[config.mk]
export PLATFORM = sky130hd
export DESIGN_NAME = sfifo_wr_arb
export DESIGN_NICKNAME = d
export VERILOG_FILES = /design/src/rtl/sfifo_wr_arb.sv
export SDC_FILE = /design/constraint.sdc
export NUM_CORES = 1
export LEC_CHECK = 0
export BUFFER_PORTS_ARGS = -buffer_cell sky130_fd_sc_hd__buf_4
export CAP_MARGIN = 5
export CORE_UTILIZATION = 40
export CTS_CLUSTER_DIAMETER = 30
export DETAILED_ROUTE_END_ITERATION = 7
export GPL_TIMING_DRIVEN = 0
export PLACE_DENSITY = 0.78
export SYNTH_ARGS = -nofsm -noshare
export SYNTH_HDL_FRONTEND = slang
export SYNTH_SLANG_ARGS = --single-unit
[constraint.sdc]
create_clock -name clk -period 2.3 [get_ports clk]
set_clock_uncertainty 0.05 [all_clocks]
set_input_delay 0.115 -clock clk [delete_from_list [all_inputs] [get_ports clk]]
set_output_delay 0.115 -clock clk [all_outputs]
set_load 0.03 [all_outputs]
[src/rtl/sfifo_wr_arb.sv]
// -----------------------------------------------------------------------------
// sfifo_wr_arb
//
// Round-robin write arbiter sharing the single write port of a synchronous
// FIFO among NUM_REQ producers. One producer is granted per cycle. The granted
// word is registered onto wren/wdata/grant_id one cycle after the handshake.
// The full/pre_full flags are used so that wren is never asserted into a full
// FIFO.
//
// Handshake: producer i transfers a word in a cycle where req_valid[i] and
// req_ready[i] are both high at the rising edge. req_ready is combinational,
// at most one bit is set, and a producer must hold req_data stable while
// valid and not yet granted. Dropping req_valid before a grant is harmless.
//
// Optional feature (macro SFIFO_WR_ARB_PKT_LOCK_EN):
//   adds req_last; a transfer with req_last[k]=0 locks arbitration to k
//   until a transfer from k with req_last[k]=1 (or srst).
//
// Ports:
//   clk        clock, rising edge
//   srst       synchronous reset, active-high
//   req_valid  per-producer valid
//   req_data   producer i data at [i*DATA_WIDTH +: DATA_WIDTH]
//   req_last   (feature only) per-producer end-of-packet marker
//   req_ready  per-producer grant, combinational, one-hot or zero
//   wren       FIFO write enable, registered
//   wdata      FIFO write data, registered
//   grant_id   producer index of the word on wdata, registered
//   pre_full   FIFO has exactly one free slot
//   full       FIFO has no free slot
// -----------------------------------------------------------------------------
module sfifo_wr_arb #(
    parameter int DATA_WIDTH = 32,
    parameter int NUM_REQ    = 4
) (
    input  logic                          clk,
    input  logic                          srst,
    input  logic [NUM_REQ-1:0]            req_valid,
    input  logic [NUM_REQ*DATA_WIDTH-1:0] req_data,
`ifdef SFIFO_WR_ARB_PKT_LOCK_EN
    input  logic [NUM_REQ-1:0]            req_last,
`endif
    output logic [NUM_REQ-1:0]            req_ready,
    output logic                          wren,
    output logic [DATA_WIDTH-1:0]         wdata,
    output logic [$clog2(NUM_REQ)-1:0]    grant_id,
    input  logic                          pre_full,
    input  logic                          full
);

    localparam int ID_W = $clog2(NUM_REQ);
    localparam logic [ID_W-1:0] LAST_IDX = ID_W'(NUM_REQ - 1);

    logic [ID_W-1:0]       rr_ptr;
    logic [ID_W-1:0]       rr_ptr_nxt;
    logic [NUM_REQ-1:0]    cand;
    logic                  can_grant;
    logic                  grant_found;
    logic [ID_W-1:0]       grant_k;
    logic [ID_W-1:0]       grant_k_inc;
    logic [DATA_WIDTH-1:0] grant_data;
    logic                  xfer;
    logic                  advance;

    // The (pre_full && wren) term covers the write already on the port,
    // which is about to take the last free slot. A concurrent read is not
    // counted as credit.
    assign can_grant = !full && !(pre_full && wren) && !srst;

`ifdef SFIFO_WR_ARB_PKT_LOCK_EN
    typedef enum logic {LOCK_IDLE = 1'b0, LOCK_HELD = 1'b1} lock_state_t;

    lock_state_t     lock_state, lock_state_nxt;
    logic [ID_W-1:0] lock_id, lock_id_nxt;
    logic [NUM_REQ-1:0] lock_mask;

    // While a packet is in progress only the locked producer is a candidate.
    always_comb begin
        lock_mask = '0;
        lock_mask[lock_id] = 1'b1;
        cand = (lock_state == LOCK_HELD) ? (req_valid & lock_mask) : req_valid;
    end

    always_comb begin
        lock_state_nxt = lock_state;
        lock_id_nxt    = lock_id;
        advance        = xfer;
        if (xfer) begin
            lock_id_nxt = grant_k;
            if (req_last[grant_k]) begin
                lock_state_nxt = LOCK_IDLE;
            end else begin
                lock_state_nxt = LOCK_HELD;
                advance        = 1'b0;
            end
        end
    end

    always_ff @(posedge clk) begin
        if (srst) begin
            lock_state <= LOCK_IDLE;
            lock_id    <= '0;
        end else begin
            lock_state <= lock_state_nxt;
            lock_id    <= lock_id_nxt;
        end
    end
`else
    assign cand    = req_valid;
    assign advance = xfer;
`endif

    // Search candidates starting at rr_ptr, ascending, wrapping at NUM_REQ.
    always_comb begin
        int idx;
        logic [ID_W-1:0] idx_v;
        idx         = 0;
        idx_v       = '0;
        grant_found = 1'b0;
        grant_k     = '0;
        for (int off = 0; off < NUM_REQ; off++) begin
            idx = int'(rr_ptr) + off;
            if (idx >= NUM_REQ) begin
                idx = idx - NUM_REQ;
            end
            idx_v = ID_W'(idx);
            if (!grant_found && cand[idx_v]) begin
                grant_found = 1'b1;
                grant_k     = idx_v;
            end
        end
    end

    assign grant_data  = req_data[int'(grant_k)*DATA_WIDTH +: DATA_WIDTH];
    assign xfer        = can_grant && grant_found;
    assign grant_k_inc = (grant_k == LAST_IDX) ? '0 : grant_k + 1'b1;

    always_comb begin
        req_ready = '0;
        if (xfer) begin
            req_ready[grant_k] = 1'b1;
        end
    end

    always_comb begin
        rr_ptr_nxt = rr_ptr;
        if (advance) begin
            rr_ptr_nxt = grant_k_inc;
        end
    end

    always_ff @(posedge clk) begin
        if (srst) begin
            wren     <= 1'b0;
            wdata    <= '0;
            grant_id <= '0;
            rr_ptr   <= '0;
        end else begin
            wren   <= xfer;
            rr_ptr <= rr_ptr_nxt;
            if (xfer) begin
                wdata    <= grant_data;
                grant_id <= grant_k;
            end
        end
    end

endmodule

==> Yosys cells after proc, flatten, opt, wreduce, memory -nomap -nowiden <==
Cells that the tools add are included.
{ "word_totals": {"register_bits": 37, "latch_bits": 0, "ram_bits": 0, "mem_bits_ro": 0, "inputBits": 136, "output_inout_bits": 39, "word_cells": 62, "memories": 0} }
{ "classes": {"addsub": 8, "multipliers": 0, "n_div": 0, "magnitude_cmp": 10, "eq_ne": 1, "shifts": 1, "n_mux": 24, "n_bitwise": 0, "reduce_logical": 14} }
{ "ops": {"columns": ["cell", "n"], "rows": [
  ["variable part select 128 x 8 -> 32 bit", 1],
  ["2-to-1 mux 2 bit", 9],
  ["< comparator 2 x 3 -> 1 bit, second input constant", 5],
  [">= comparator 3 bit, second input constant", 3],
  ["2-to-1 mux 1 bit", 9],
  ["binary-select mux 1 bit (select 2 bit)", 4],
  ["logical AND 1 bit", 8],
  ["subtractor 2 x 1 -> 2 bit, second input constant", 4],
  ["adder 2 x 2 -> 3 bit, second input constant", 2],
  ["logical NOT 1 bit", 6],
  ["2-to-1 mux 4 bit", 1],
  ["adder 2 x 1 -> 3 bit, second input constant", 1],
  [">= comparator 2 x 3 -> 1 bit, second input constant", 1],
  ["adder 2 x 1 -> 2 bit, second input constant", 1],
  ["demux 1 bit (select 2 bit)", 1],
  ["equality test 2 bit, second input constant", 1],
  [">= comparator 2 x 1 -> 1 bit, second input constant", 1]
]} }

==> Logic depth before layout (Yosys ltp) <==
{ "logic_depth": {"word_depth": 19, "ltp_mapped": 9, "ltp_nobuf": 6} }

==> Worst setup path after synthesis <==
OpenSTA, ideal clock, no wires.
{ "synth_timing": {"kind": "register -> output", "from": "register wren", "to": "output port req_ready[0]", "arrival_ns": 1.723, "required_time_ns": 2.135, "slack_ns": 0.412, "path_stages_with_launch": 7, "n_path_buf": 2, "cell_sequence": "dfxtp_1 a221o_1 nor2_8 nand2b_1 buf_6 buf_6 nor2_1"} }
{ "synth_via": {"elab_chain_len": 6} }
{ "synth_lines": {"columns": ["element", "line", "source"], "rows": [
  ["from (decl)", "44", "output logic wren,"],
  ["from (signal assigned)", "159", "wren <= xfer;"],
  ["logical AND 1 bit", "68", "assign can_grant = !full && !(pre_full && wren) && !srst;"],
  ["logical NOT 1 bit", "68", null],
  ["logical AND 1 bit (2 in series)", "68", null],
  ["logical AND 1 bit", "135", "assign xfer = can_grant && grant_found;"],
  ["2-to-1 mux 4 bit", "140", "if (xfer) begin"],
  ["to (decl)", "43", "output logic [NUM_REQ-1:0] req_ready,"]
]} }
No other way between the ends.

==> Worst setup path in the final report <==
{ "layout_timing": {"from": "register rr_ptr[0]", "to": "output port req_ready[3]"} }
{ "layout_via": {"elab_chain_len": 19, "elab_cells_between_ends": 44, "classes_between": "add/sub (7); order compare (6); mux (23); reduce/logical (8)"} }
{ "layout_lines": {"columns": ["element", "line", "source"], "rows": [
  ["from (decl)", "54", "logic [ID_W-1:0] rr_ptr;"],
  ["from (signal assigned)", "160", "rr_ptr <= rr_ptr_nxt;"],
  ["branches (longest 18 deep; another with adder 2 x 1 -> 3 bit)", null, null],
  ["2-to-1 mux 4 bit (*)", "140", null]
]} }
Mark *: on every way between the ends. The select of a mux whose other input is x is not followed.

==> metrics.md <==
| Metric | Value |
|---|---|
| Clock power frac | 0.222 |
| Die W | 77.93 um |
| Drt wl/cell | 14.96 um |
| Post-route design area | 0.003789 mm^2 |
| Clock root buffer | clkbuf_8 |
| Sink Count | 37 |
| Starting density of the core | 0.4162 |
| FF-to-FF setup slack | 0.40 ns |
| Clk slew on worst S/H paths | 0.07 ns |
| CP dominant cell by count | buf_8 |
| Total track usage | 0.2335 |
| Total power after layout | 2010 uW |
| Starting DRT DRC Count | 64 |
| Slew headroom | 0.7715 |
| Worst EP arrival | 2.03 ns |
| Worst-margin pin slew | 0.3421 ns |
| Final ANT Viol Nets | 0 |
| Total setup buffers inserted after CTS | 0 |
| Post-DP HPWL | 5703 um |
| Final hold vios | 0 |
| Slowest cell on crit path | dfxtp_1 |
| Cell area power density | 530.5 mW/mm^2 |
| Final core occ | 0.6838 |
| Crit-path max FO | 10 |
| Core ar. | 0.005540 mm^2 |
| Final Critical Period | 2.195 ns |
| Ports | 175 |
| Crit path from | rr_ptr[0] |
| Sw frac | 0.3239 |
| Hold Path Sink | grant_id[0] |
| Syn. warnings | 0 |
| Sw power | 651.0 uW |
| Worst EP required | 2.13 ns |
| Gates resized, CTS repair | 0 |
| Final setup vio count | 0 |
| Antenna violations before repair | 0 |
| Post-Synthesis Cells | 216 |
| Syn Nets | 353 |
| Final net count | 534 |
| Max stage delay on crit path | 0.34 ns |
| Clock latency on the worst-skew pair | 0.27 ns |
| Ant diodes | 0 |
| Vias in the first global route | 2380 |
| Period utilization | 0.9543 |
| Via count | 2371 |
| Max Cap Viol | 0 |
| Num rows | 27 |
| R2R Path Start | rr_ptr[0] |
| Residual DRC count | 0 |
| Die Y | 77.93 um |
| CP Depth | 9 |
| Htree depth | 2 |
| Number of synthesized register bits | 37 |
| Worst path cell trace | nand2b_1, nor2b_1, o22a_1, buf_6, buf_8, buf_8, ha_1, and2_1, buf_4 |
| Internal power | 1359 uW |
| Cell Area, Synth | 0.002306 mm^2 |
| Hold_buf cts | 0 |
| Area growth, synth to finish | 64.30% |
| Top post-synthesis cells by area | dfxtp_1 (32%), mux2i_1 (29%), o221ai_2 (15%) |
| Register area share after synthesis | 0.3212 |
| Via density | 5.055 |
| PortBufs | 174 |
| Die area | 0.006072 mm^2 |
| CP startpoint kind | register |
| Post-Route WL | 7016 um |
| Syn Area/Cell | 10.68 um^2 |
| Post-synth top area share | 0.3212 |
| Cell Area, Placed | 0.003702 mm^2 |
| Worst reg-to-reg path cell count | 9 |
| Hold_sp | srst |
| Final Wtd Congestion | 0.8016 |
| Largest delay share family, worst path | buffers and inverters |
| CP bufs+invs | 4 |
| 1st-pass router iterations | 4 |
| TritonCTS clock tree | yes |
| WHS Path Cells | 2 |
| RSZ-0062 raised after global routing | no |
| Logic pwr share | 0.407 |
| Synth area leader | dfxtp_1 |
| WS Path Type | reg -> out |
| Worst r2r dst | rr_ptr[1] |
| Yosys cell types | 27 |
| Final Hold Slack | 0.02607 ns |
| Share of cells above drive strength 1 | 0.5642 |
| CTS Buf Count | 5 |
| CP endpoint kind | output pin |
| Final max-slew violation count | 0 |
| Reg power frac | 0.371 |
| Peak VDD IR | 0.3180 mV |
| Grt ovf | 0 |
| Largest net degree at the start of global routing | 11 |
| HP Class | in -> reg |
| Setup tns final | 0 ns |
| Peak Freq | 0.4556 GHz |
| Leakage | 0.001785 uW |
| First-pass GRT wire length | 11050 um |
| Outcome | finished clean |
| Longest Clk Path Bufs | 2 |
==> metal layers <==
metal	wire length, um	global-route usage	up-vias
met4	200	0.1019	0
li1	-	-	1174
met2	3610	0.4159	114
met3	520	0.06353	16
met5	0	0	-
met1	2684	0.2586	1067
==> registers in the layout, summed over array words and instances (netlist names) <==
name and count:
grant_id 2, wren 1, rr_ptr 2, wdata 32
==> power by group through the flow <==
stage	clock network (uW)	logic, uW	registers (uW)
floorplan	0	344	884
global placement	0	815	757
detailed placement	0	825	759
CTS	462	827	745
global route	492	872	753
finish	447	818	745
==> through the flow <==
step           cells  setup slack, ns
2_1_floorplan    216           0.4121
3_3_place_gp     462           0.3965
3_5_place_dp     462           0.3906
4_1_cts          469          0.07402
5_1_grt          469         0.001103
6_report         469           0.1052
==> cell families (layout without fill, tap and decap cells) <==
logic type / count (synthesis) / in the layout / synth area share
muxes: 66 / 66 / 0.2865
buffers and inverters: 23 / 204 / 0.07704
DFF: 37 / 37 / 0.3212
AOI/OAI and AO/OA: 42 / 42 / 0.2165
adders and majority gates: 1 / 1 / 0.005425
and+or+nand+nor: 47 / 47 / 0.09333
==> synthesized netlist by cell type, drive strengths merged <==
master and count:
dfxtp 37, o22ai 1, and2 2, mux2i 66, clkbuf 2, o22a 1, nand2b 3, o211a 1
a21oi 3, a211oi 1, nor2b 1, nor2 8, ha 1, inv 4, nand2 33, o21ai 1
o221ai 32, a221o 1, buf 17, a21o 1
==> worst max path at each step <==
stage	slack, ns	end
final	0.11	req_ready[3]
after global routing	0.001	req_ready[3]
after CTS	0.07	req_ready[3]
after detailed placement	0.39	req_ready[3]
after global placement	0.40	req_ready[3]
after floorplan	0.41	req_ready[0]
==> layout make-up <==
type | instances | area, um^2
fillers | 456 | 1752
multi-input cells | 156 | 1388
repair buffers | 174 | 1306
flip-flops and latches | 37 | 740.7
plain buffers | 19 | 162.7
well taps | 72 | 90.09
clock buffers | 7 | 86.33
inverters | 4 | 15.01
==> placed cells by master (no fill, tap or decap), types with 4 or more instances in the layout <==
cell type | synthesis | layout
mux2i_1 | 66 | 66
nor2_1 | 7 | 7
nand2_1 | 32 | 32
o221ai_2 | 23 | 23
buf_6 | 5 | 5
dfxtp_1 | 37 | 37
inv_1 | 4 | 4
clkbuf_8 | 0 | 6
buf_2 | 4 | 4
buf_4 | 6 | 180
o221ai_1 | 9 | 9
Power figures use the tool's default switching activity.
